==> src/rtl/pulse_delay_fsm.sv <==
// Retriggerable-safe delayed pulse generator: an accepted trig produces a pulse of
// wid cycles after dly cycles, with busy/done/miss status strobes, all registered.
module pulse_delay_fsm #(
  parameter int CNT_W = 8
) (
  input  logic             clk,
  input  logic             rst,
  input  logic             trig,
  input  logic             clr,
  input  logic [CNT_W-1:0] dly,
  input  logic [CNT_W-1:0] wid,
  output logic             y,
  output logic             busy,
  output logic             done,
  output logic             miss
);

  typedef enum logic [1:0] {
    IDLE  = 2'b00,
    WAIT  = 2'b01,
    PULSE = 2'b10
  } state_t;

  localparam logic [CNT_W-1:0] ONE = CNT_W'(1);

  state_t           state_q, state_d;
  logic [CNT_W-1:0] cnt_q, cnt_d;
  logic [CNT_W-1:0] wid_q, wid_d;
  logic             y_q, y_d;
  logic             busy_q, busy_d;
  logic             done_q, done_d;
  logic             miss_q, miss_d;
  logic             miss_pend_q, miss_pend_d;

  // Outputs lag the state by one edge; done is the edge after the last y cycle,
  // recognised as "y was high and the FSM is now idle".
  always_comb begin
    // NOTE: every signal gets a default first so no path leaves it unassigned (no latch).
    state_d     = state_q;
    cnt_d       = cnt_q;
    wid_d       = wid_q;
    y_d         = (state_q == PULSE);
    busy_d      = (state_q == WAIT) || (state_q == PULSE);
    done_d      = y_q && (state_q == IDLE);
    miss_pend_d = trig && (state_q != IDLE);
    miss_d      = miss_pend_q;

    case (state_q)
      IDLE: begin
        if (trig) begin
          wid_d = (wid == '0) ? ONE : wid;
          if (dly == '0) begin
            state_d = PULSE;
            cnt_d   = (wid == '0) ? ONE : wid;
          end else begin
            state_d = WAIT;
            cnt_d   = dly;
          end
        end
      end
      WAIT: begin
        if (cnt_q <= ONE) begin
          state_d = PULSE;
          cnt_d   = wid_q;
        end else begin
          cnt_d = cnt_q - ONE;
        end
      end
      PULSE: begin
        if (cnt_q <= ONE) begin
          state_d = IDLE;
          cnt_d   = '0;
        end else begin
          cnt_d = cnt_q - ONE;
        end
      end
      default: begin
        state_d     = IDLE;
        cnt_d       = '0;
        y_d         = 1'b0;
        busy_d      = 1'b0;
        done_d      = 1'b0;
        miss_pend_d = 1'b0;
        miss_d      = 1'b0;
      end
    endcase

    // Cancel overrides everything, including a trig at the same edge.
    if (clr) begin
      state_d     = IDLE;
      cnt_d       = '0;
      y_d         = 1'b0;
      busy_d      = 1'b0;
      done_d      = 1'b0;
      miss_pend_d = 1'b0;
      miss_d      = 1'b0;
    end
  end

  always_ff @(posedge clk) begin
    // NOTE: non-blocking assignments so every register samples pre-edge values.
    if (!rst) begin
      state_q     <= IDLE;
      cnt_q       <= '0;
      wid_q       <= '0;
      y_q         <= 1'b0;
      busy_q      <= 1'b0;
      done_q      <= 1'b0;
      miss_q      <= 1'b0;
      miss_pend_q <= 1'b0;
    end else begin
      state_q     <= state_d;
      cnt_q       <= cnt_d;
      wid_q       <= wid_d;
      y_q         <= y_d;
      busy_q      <= busy_d;
      done_q      <= done_d;
      miss_q      <= miss_d;
      miss_pend_q <= miss_pend_d;
    end
  end

  assign y    = y_q;
  assign busy = busy_q;
  assign done = done_q;
  assign miss = miss_q;

endmodule

==> config.mk <==
export PLATFORM = sky130hd
export DESIGN_NAME = pulse_delay_fsm
export DESIGN_NICKNAME = d
export VERILOG_FILES = /design/src/rtl/pulse_delay_fsm.sv
export SDC_FILE = /design/constraint.sdc
export NUM_CORES = 1
export LEC_CHECK = 0
export CORE_MARGIN = 5
export CORE_UTILIZATION = 56
export DETAILED_ROUTE_END_ITERATION = 8
export DONT_BUFFER_PORTS = 1
export GPL_TIMING_DRIVEN = 0
export PLACE_DENSITY = 0.81
export SLEW_MARGIN = 20
export SYNTH_ARGS = -nofsm -noshare
export SYNTH_HDL_FRONTEND = slang
export SYNTH_SLANG_ARGS = --single-unit
export TNS_END_PERCENT = 50
==> constraint.sdc <==
create_clock -name clk -period 1.93 [get_ports clk]
set_input_delay 0.386 -clock clk [delete_from_list [all_inputs] [get_ports clk]]
set_output_delay 0.386 -clock clk [all_outputs]
set_load 0.005 [all_outputs]
==> Word level (Yosys, flattened, before mapping) <==
Cells that the tools add are included.
{ "word_totals": {"word_cells": 41, "output_inout_bits": 4, "ff_bits": 23, "in_bits": 20} }
{ "op_classes": {"n_reduce_logical": 12, "muxes": 12, "n_eq_ne": 5, "n_lt_le_gt_ge": 1, "bitwise_logic": 2, "add_sub_neg": 1} }
{ "op_table": {"columns": ["operator", "n"], "rows": [
  ["two-way mux 8 bit", 5],
  ["one-hot mux 8 bit (3 select lines)", 1],
  ["zero test 8 bit", 2],
  ["less-or-equal comparator 8 x 1 -> 1 bit (second input constant)", 1],
  ["two-way mux 2 bit", 4],
  ["subtractor 8 x 1 -> 8 bit (second input constant)", 1],
  ["one-hot mux 2 bit (3 select lines)", 1],
  ["OR reduction 3 bit", 2],
  ["inequality test 2 x 1 -> 1 bit (second input constant)", 2],
  ["AND reduction 3 bit", 1],
  ["equality test 2 x 1 -> 1 bit (second input constant)", 1],
  ["equality test 2 bit (second input constant)", 1],
  ["logical AND 1 bit", 2],
  ["zero test 2 bit", 1],
  ["inequality test 2 bit (second input constant)", 1],
  ["NOT 1 bit", 2],
  ["AND reduction 2 bit", 1],
  ["nonzero test 2 bit", 1],
  ["OR reduction 2 bit", 1],
  ["logical OR 1 bit", 1],
  ["two-way mux 1 bit", 1]
]} }

==> Depth between registers and ports, before layout <==
Gate-level depths: netlist (run 1).
{ "logic_depth": {"depth_word": 5, "depth_mapped": 8, "depth_no_buf": 7} }

==> Worst setup path after synthesis (run 1) <==
No wires, ideal clock.
{ "synth_timing": {"path_kind": "register to register", "start": "reg cnt_q[3]", "end": "reg cnt_q[4]", "setup_slack_ps": 69, "required_ps": 1808, "arrival_time_ps": 1739, "path_stages_with_launch": 6, "cell_sequence": "dfxtp_1 -> buf_6 -> or4_4 -> o41ai_2 -> o21ai_1 -> a221o_1"} }
{ "synth_via": {"elab_chain_cells": 3, "word_cells_on_any_way": 5} }
{ "synth_rtl": {"columns": ["item", "line", "source"], "rows": [
  ["start: declaration", "27", "logic [CNT_W-1:0] cnt_q, cnt_d;"],
  ["start signal: assignment", "113", "cnt_q <= cnt_d;"],
  ["subtractor 8 x 1 -> 8 bit / less-or-equal comparator 8 x 1 -> 1 bit (equally long branches)", null, null],
  ["two-way mux 8 bit, on equally long branches", "70, 62", null],
  ["one-hot mux 8 bit (3 select lines) (*)", "48", "case (state_q)"]
]} }
Mark *: on every way between the ends. The rest lies on a longest branch, timed or not.
A chain may end at the register's enable or synchronous reset.

==> Worst setup path in the final report (run 1) <==
{ "layout_timing": {"start": "reg cnt_q[5]", "end": "reg cnt_q[1]"} }
{ "layout_via": {"elab_chain_cells": 3, "word_cells_on_any_way": 4} }
{ "layout_rtl": {"columns": ["item", "line"], "rows": [
  ["less-or-equal comparator 8 x 1 -> 1 bit (*)", "62, 70"],
  ["two-way mux 8 bit, on equally long branches", "70, 62"],
  ["one-hot mux 8 bit (3 select lines) (*)", "48"]
]} }
Marked as above.

==> results of run 1 <==
## registers in the layout, indices dropped and copies added (netlist names)
signal and cells:
busy 1, cnt_q 8, done 1, miss 1
miss_pend_q 1, state_q 2, wid_q 8, y 1
## per-stage QoR
step,area [um2],util [%],instances,setup TNS [ps]
2_1_floorplan,1380,-,172,0
3_3_place_gp,1410,58.6,202,-430
3_5_place_dp,1410,58.6,202,-624
4_1_cts,1480,61.5,207,0
5_1_grt,1560,64.9,210,-70.3
6_report,1560,64.9,210,0
## power by group
part           leakage, nW  total (mW)  switching (mW)  internal [mW]
combinational        0.415       0.290           0.162          0.128
sequential           0.191       0.528          0.0284          0.500
clock               0.0150       0.227           0.146         0.0808
total                0.621        1.04           0.336          0.709
## what timing repair did
| item | in CTS | in global routing |
|---|---|---|
| hold buffers | 0 | 0 |
| pin swaps | 2 | 8 |
| gates resized for setup | 7 | 19 |
| endpoints found under the setup margin | 8 | 8 |
| buffers inserted | 1 | 5 |
## final cells by class
cell class | count | area (um2)
fillers | 196 | 846
multi-input cells | 134 | 933
plain buffers | 4 | 16.3
repair buffers | 6 | 45.0
flip-flops and latches | 23 | 472
clock buffers | 4 | 26.3
inverters | 9 | 33.8
well taps | 30 | 37.5
## cells in the final DEF, fill, tap and decap left out, types with 5 or more instances in the layout
cell,netlist,layout
buf_4,0,6
nor3_1,7,6
inv_1,9,9
nand2_1,27,27
dfxtp_1,23,18
ha_1,6,6
nor2_1,12,8
a21oi_1,11,10
a21boi_0,8,8
nand3_1,5,5
o21ai_0,6,5
## synth_stat cells (2+ instances only)
| library cell | n | area [um2] |
|---|---|---|
| a211oi_1 | 4 | 30.0 |
| and3_1 | 2 | 12.5 |
| nand3_1 | 5 | 25.0 |
| or3_1 | 2 | 12.5 |
| o211a_1 | 2 | 20.0 |
| nor4_1 | 5 | 31.3 |
| o21ai_0 | 6 | 30.0 |
| and2_1 | 4 | 25.0 |
| nand2_1 | 27 | 101 |
| clkbuf_1 | 5 | 18.8 |
| dfxtp_1 | 23 | 460 |
| nor2_1 | 12 | 45.0 |
| nor2b_1 | 2 | 12.5 |
| nand2b_1 | 3 | 18.8 |
| ha_1 | 6 | 75.1 |
| inv_1 | 9 | 33.8 |
| nor4_4 | 2 | 42.5 |
| a21oi_1 | 11 | 55.1 |
| a21boi_0 | 8 | 60.1 |
| nor3_1 | 7 | 35.0 |
| a31oi_1 | 2 | 12.5 |
## kinds of logic after synthesis
group | Yosys count | share of synthesized area, %
buffers and inverters | 15 | 4.64
DFF | 23 | 33.5
adders and majority gates | 6 | 5.46
and+or+nand+nor | 77 | 29.9
AOI/OAI and AO/OA | 49 | 25.2
xor gates and xnor gates | 2 | 1.27
## metal layers
layer / up-vias / global-route usage [%] / wire [um]
li1: 644 / - / -
met1: 599 / 27.4 / 1450
met2: 53 / 32.9 / 1630
met3: 7 / 4.79 / 220
met4: 0 / 6.65 / 53
met5: - / 0 / 0
## path summary, 6_finish.rpt
kind	startpoint	to	slack, ps	cells past startpoint
worst max register to register	cnt_q[5]$_SDFFE_PP0P_	cnt_q[1]$_SDFFE_PP0P_	30	6
worst min register to register	miss_pend_q$_SDFF_PP0_	miss$_SDFF_PP0_	450	1
worst min-delay path	rst	wid_q[0]$_SDFFE_PN0P_	190	1
worst max-delay path	cnt_q[5]$_SDFFE_PP0P_	cnt_q[1]$_SDFFE_PP0P_	30	6
## worst max-delay path: stages, from the launching register on
cell	delay, ps
dfxtp_4	380
or4_4	580
nor4_4	340
buf_4	190
and3_4	210
a2bb2oi_2	50
o211ai_1	80
==> flow_summary.json, run 1 <==
{
  "outcome": "finished, final reports clean",
  "htree_levels": 1,
  "crit_path_end_kind": "flop",
  "die_w_um": 59.6,
  "ys_dominant_reg_cell": "dfxtp_1",
  "cp_data_arrival_time_ps": 2140,
  "area_growth_pct": 13.7,
  "diodes": 0,
  "powerDensity_nw_per_um2": 668,
  "required_ps": 2170,
  "via_per_inst": 6.20,
  "synth_edf_count": 0,
  "avgSynthCellArea_um2": 7.99,
  "io_pins": 24,
  "core-area_um2": 2410,
  "synth_warnings": 0,
  "setup.worst_path.start_class": "flop",
  "drtPass1Iterations": 4,
  "rows": 18,
  "insertion_delay_ps": 310,
  "cts_tree": "done",
  "fin_crit_ps": 1900,
  "syn-cell-area_um2": 1380,
  "synth.distinct_cells": 46,
  "ir_drop_mv": 0.497,
  "hold_violations": 0,
  "fmax_ghz": 0.526,
  "start_util_pct": 57.1,
  "drt_iter0_drc": 61,
  "async_flop_share_pct": 0,
  "p_leak_nw": 0.621,
  "numPortBuffers": 0,
  "path_clk_slew_ps": 130,
  "path_max_fanout": 5,
  "cts_made_buffers": 3,
  "wl_per_cell_um": 16.0,
  "worst_slack_ps": 30.5,
  "holdWs_ps": 188,
  "antenna_found_initial": 0,
  "ys_seq_area_share_pct": 33.5,
  "setup_viol": 0,
  "wl_um": 3360,
  "dp_hpwl_um": 2420,
  "clockBufferDepth": 2,
  "vias": 1303,
  "fin_crit_sh_pct": 98.4,
  "cts_root_buf": "clkbuf_4",
  "grt_use_total_pct": 20.6,
  "grt_max_degree": 13,
  "maxSlewHeadroom_pct": 66.7,
  "maxCapViolations": 0,
  "path_class": "flop to flop",
  "drive_gt1_share_pct": 19.4,
  "timing.final.max_slew_violations": 0,
  "first_global_vias": 1263,
  "hold_path_class": "input pin to flop",
  "syn_nets": 198,
  "grt-ovfl-total": 0,
  "rsz0062_at_grt": "yes",
  "die_area_um2": 3550,
  "antenna_left": 0,
  "post-place-ws_ps": -184,
  "fin_worst_skew_ps": 4.97,
  "drc": 0,
  "nets": 207,
  "cts.sink_count": 23,
  "syn_inst": 172,
  "die_h_um": 59.6,
  "ys_ff_latch": 23,
  "tightestPinTransition_ps": 500,
  "grt_pass1_wl_um": 5660,
  "p_total_mw": 1.04,
  "place_congestion": 0.908
}
(Power assumes the default switching activity.)
==> run 2, diff against run 1 <==
- CTS_CLUSTER_DIAMETER: unset -> 80
- GPL_ROUTABILITY_DRIVEN: unset -> 0
==> run 2 against run 1 <==
  * Sequential cell count stayed put
  * Sequential power about the same
  * First-iteration DRC count decreased by 33%
  * Hold slack got worse by 0.66 ps
  * Clock skew shrank 2.4 ps
  * Combinational power is 11% lower
  * Sequential share of layout area increased by 0.56 points
  * Die area is the same
  * Final area decreased by 4.2%
  * Maximum frequency grew 0.46%
  * Utilization decreased by 2.7 points
  * Critical endpoint is now state_q[0]$_SDFFE_PP0P_
  * Largest cell class unchanged
==> flow_summary.json, run 2 (synthesis results as in run 1) <==
{
  "powerDensity_nw_per_um2": 670,
  "crit_path_max_incr_delay_ps": 590,
  "m1WireLength_um": 1440,
  "die_w_um": 59.6,
  "grt_max_degree": 14,
  "htree_levels": 1,
  "drt_iter0_drc": 41,
  "cts_tree": "done",
  "antenna_found_initial": 0,
  "wl_per_cell_um": 15.9,
  "tightestPinTransition_ps": 485,
  "wl_um": 3280,
  "hold_path_class": "input pin to flop",
  "p_leak_nw": 0.603,
  "path_max_fanout": 6,
  "reg_top3": "cnt_q (8), wid_q (8), state_q (2)",
  "grt-ovfl-total": 0,
  "die_h_um": 59.6,
  "rsz0062_at_grt": "yes",
  "cts.sink_count": 23,
  "area_growth_pct": 9.01,
  "io_pins": 24,
  "crit_path_cell_trace": "or4_4 -> nor4_4 -> nor2_1 -> or3_1 -> a21oi_1",
  "fin_crit_ps": 1890,
  "design_area_um2": 1500,
  "outcome": "finished, final reports clean",
  "clockBufferDepth": 2,
  "tns_ps": 0,
  "insertion_delay_ps": 310,
  "worst_path_max_delay_cell": "or4_4",
  "wl_met2_um": 1570,
  "path_clk_slew_ps": 130,
  "drive_gt1_share_pct": 11.3,
  "cts_made_buffers": 3,
  "core-area_um2": 2410,
  "grt_use_total_pct": 20.5,
  "layout_common_cells": "27 x nand2_1, 23 x dfxtp_1, 11 x nor2_1, 11 x a21oi_1, 9 x inv_1",
  "p_total_mw": 1.00,
  "hold_violations": 0,
  "via_per_inst": 6.25,
  "place_area_um2": 1410,
  "fin_worst_skew_ps": 2.61,
  "crit_path_end_kind": "flop",
  "rows": 18,
  "cts_hold_buf": 0,
  "required_ps": 2170,
  "met3_length_um": 229,
  "fin_crit_sh_pct": 98.0,
  "r2r_setup_slack_ps": 40,
  "die_area_um2": 3550,
  "antenna_left": 0,
  "setup.worst_path.start_class": "flop",
  "nets": 204,
  "worst-path-buf-inv": 0,
  "first_global_vias": 1239,
  "drc": 0,
  "maxSlewHeadroom_pct": 67.6,
  "cpLargestDelayFamily": "simple AND/OR/NAND/NOR gates",
  "vias": 1293,
  "fmax_ghz": 0.529,
  "cts_root_buf": "clkbuf_4",
  "path_class": "flop to flop",
  "maxCapViolations": 0,
  "timing.final.max_slew_violations": 0,
  "top_layer_used": "met4",
  "numPortBuffers": 0,
  "dp_hpwl_um": 2510,
  "grt_pass1_wl_um": 5580,
  "setup_viol": 0,
  "start_util_pct": 57.1,
  "layout_commonest_cell": "nand2_1",
  "ir_drop_mv": 0.521,
  "cp_data_arrival_time_ps": 2130,
  "drtPass1Iterations": 4,
  "diodes": 0
}
run 2: changes by cell type in the layout (fill, tap and decap cells not counted), sizes merged:
cell | previous run | this run
buf | 6 | 3
clkbuf | 8 | 7
clkinv | 0 | 1
run 2: repair_timing:
action / in CTS / in global routing
setup endpoints to repair: 8 / 8
pin swaps: 2 / 2
setup buffers: 0 / 2
gates resized for setup: 8 / 3
run 2: through the flow:
step | hold slack [ps] | worst slack (ps) | utilization, % | instances
CTS | 191 | 44.2 | 61.4 | 206
detailed placement | 428 | -270 | 58.6 | 202
global placement | 409 | -136 | 58.6 | 202
floorplan | 406 | 69.5 | - | 172
global route | 176 | -44.5 | 62.2 | 207
finish | 188 | 39.2 | 62.2 | 207
run 2: layout make-up:
class,count,area [um2]
Inverter,9,33.8
Fill cell,205,911
Clock buffer,3,22.5
Buffer,5,27.5
Sequential cell,23,460
Clock inverter,1,5.00
Timing Repair Buffer,2,15.0
Tap cell,30,37.5
Multi-Input combinational cell,134,897
run 2: metal layers:
metal	global-route usage, %	vias up
met5	0	-
met4	6.33	0
met3	5.23	6
met2	34.9	49
met1	25.2	604
li1	-	634
run 2: worst paths after layout:
check        cells past startpoint                    from                      end
max                              5   cnt_q[4]$_SDFFE_PP0P_  state_q[0]$_SDFFE_PP0P_
min                              1                     rst    wid_q[0]$_SDFFE_PN0P_
max reg2reg                      5   cnt_q[4]$_SDFFE_PP0P_  state_q[0]$_SDFFE_PP0P_
min reg2reg                      1  miss_pend_q$_SDFF_PP0_          miss$_SDFF_PP0_
run 2: report_power, final:
group	switching, mW	leakage, nW	total, mW	internal, mW
combinational	0.147	0.398	0.257	0.110
clock	0.144	0.0177	0.222	0.0774
sequential	0.0261	0.188	0.526	0.500
total	0.318	0.603	1.00	0.687
==> run 3, diff against run 2 <==
- GPL_TIMING_DRIVEN: 0 -> unset
- SKIP_CTS_REPAIR_TIMING: unset -> 1
==> run 3 against run 2 <==
  * Maximum frequency increased by 0.26%
  * Global-route usage increased by 0.11 points
  * Total power about the same
  * Die area unchanged
  * Hold slack got worse by 2.5 ps
  * Worst setup slack improved by 5.0 ps
  * Sequential cell count unchanged
  * Critical path depth decreased by 1
  * Critical endpoint is now cnt_q[4]$_SDFFE_PP0P_
==> flow_summary.json, run 3 (synthesis results as in run 1) <==
{
  "outcome": "finished, final reports clean",
  "post-place-ws_ps": 25.3,
  "diodes": 0,
  "rr_startpoint": "cnt_q[3]$_SDFFE_PP0P_",
  "insertion_delay_ps": 310,
  "clkPwrFrac_pct": 22.5,
  "drtPass1Iterations": 4,
  "worst_path_max_delay_cell": "or4_4",
  "drc": 0,
  "hold_start": "rst",
  "reg_top3": "cnt_q (8), wid_q (8), state_q (2)",
  "drt_iter0_drc": 78,
  "fin_crit_ps": 1890,
  "final_cells": 210,
  "die_area_um2": 3550,
  "fin_worst_skew_ps": 2.95,
  "cp_data_arrival_time_ps": 2100,
  "tightestPinTransition_ps": 507,
  "nets": 207,
  "die_w_um": 59.6,
  "drive_gt1_share_pct": 12.8,
  "cts.sink_count": 23,
  "io_pins": 24,
  "hold_violations": 0,
  "worst-path-buf-inv": 0,
  "path_max_fanout": 3,
  "wl_per_cell_um": 15.8,
  "antenna_left": 0,
  "powerDensity_nw_per_um2": 672,
  "cts_tree": "done",
  "fmax_ghz": 0.530,
  "layout_commonest_cell": "nand2_1",
  "crit_path_max_incr_delay_ps": 560,
  "wl_um": 3320,
  "cts_made_buffers": 3,
  "grt-ovfl-total": 0,
  "switching_share_pct": 30.8,
  "via_per_inst": 6.23,
  "first_global_vias": 1260,
  "setup.worst_path.start_class": "flop",
  "hold_depth": 1,
  "num-fill-cells": 207,
  "htree_levels": 1,
  "power_switching_uw": 309,
  "maxSlewHeadroom_pct": 66.1,
  "hold_path_class": "input pin to flop",
  "setup_viol": 0,
  "crit_path_end_kind": "flop",
  "start_util_pct": 57.1,
  "numPortBuffers": 0,
  "required_ps": 2150,
  "place_area_um2": 1460,
  "rows": 18,
  "reg2reg_to": "cnt_q[4]$_SDFFE_PP0P_",
  "worst_slack_ps": 44.1,
  "core-area_um2": 2410,
  "p_int_uw": 695,
  "die_h_um": 59.6,
  "grt_max_degree": 13,
  "design_area_um2": 1490,
  "r2r_setup_slack_ps": 40,
  "timing.final.max_slew_violations": 0,
  "clockBufferDepth": 2,
  "pwr-share-seq_pct": 51.9,
  "r2r_cells": 4,
  "p_leak_nw": 0.612,
  "path_clk_slew_ps": 120,
  "grt_use_total_pct": 20.6,
  "layout_common_cells": "27 x nand2_1, 23 x dfxtp_1, 11 x nor2_1, 11 x a21oi_1, 10 x buf_4",
  "comb_power_share_pct": 25.6,
  "min_to": "wid_q[0]$_SDFFE_PN0P_",
  "fin_crit_sh_pct": 97.7,
  "dp_hpwl_um": 2640,
  "ir_drop_mv": 0.458,
  "cpLargestDelayFamily": "compound AO/OA/AOI/OAI gates",
  "antenna_found_initial": 0,
  "crit_path_cell_trace": "or4_4 -> o41ai_2 -> o21ai_1 -> a221o_1",
  "dp.cells": 206,
  "vias": 1309,
  "maxCapViolations": 0,
  "rsz0062_at_grt": "yes",
  "path_class": "flop to flop",
  "area_growth_pct": 8.64,
  "grt_pass1_wl_um": 5580,
  "cts_root_buf": "clkbuf_4"
}
==> run 3: cell count changes in the layout (fill, tap and decap cells not counted), sizes merged <==
cell | previous run | this run
buf | 3 | 10
clkbuf | 7 | 4
clkinv | 1 | 0
==> run 3: stage by stage <==
stage | hold WS [ps] | utilization, % | setup TNS (ps) | total power, mW
after floorplan | 406 | - | 0 | 0.708
after global placement | 413 | 60.5 | 0 | 0.769
after detailed placement | 418 | 60.5 | 0 | 0.780
after CTS | 187 | 61.6 | -6.52 | 0.998
after global routing | 178 | 62.0 | -70.9 | 1.06
final | 185 | 62.0 | 0 | 1.00
==> run 3: worst max-delay path by stage <==
stage                                     start                     to  slack (ps)  cells past startpoint
final                     cnt_q[3]$_SDFFE_PP0P_  cnt_q[4]$_SDFFE_PP0P_          40                      4
after global placement    cnt_q[3]$_SDFFE_PP0P_  cnt_q[4]$_SDFFE_PP0P_         110                      4
after floorplan           cnt_q[3]$_SDFFE_PP0P_  cnt_q[4]$_SDFFE_PP0P_          70                      5
after detailed placement  cnt_q[0]$_SDFFE_PP0P_  cnt_q[3]$_SDFFE_PP0P_          30                      7
after CTS                 cnt_q[0]$_SDFFE_PP0P_  cnt_q[3]$_SDFFE_PP0P_          -7                      7
after global routing      cnt_q[3]$_SDFFE_PP0P_  cnt_q[4]$_SDFFE_PP0P_         -40                      4
==> run 3: layout make-up <==
type	count	area, um2	area share [%]
flip-flops and latches	23	460	30.8
clock buffers	4	26.3	1.76
well taps	30	37.5	2.51
inverters	9	33.8	2.26
multi-input cells	134	861	57.6
repair buffers	10	75.1	5.03
==> run 3: power groups by stage <==
stage / sequential [mW] / clock (mW) / combinational, mW
floorplan: 0.529 / 0 / 0.180
global placement: 0.531 / 0 / 0.238
detailed placement: 0.532 / 0 / 0.248
CTS: 0.521 / 0.226 / 0.250
global route: 0.526 / 0.250 / 0.282
finish: 0.521 / 0.226 / 0.257
==> run 3: layer usage <==
metal	wire length, um	vias to the layer above	global-route usage (%)
li1	-	639	-
met1	1430	592	25.4
met3	264	11	4.79
met5	0	-	0
met4	48	0	7.28
met2	1580	67	34.9
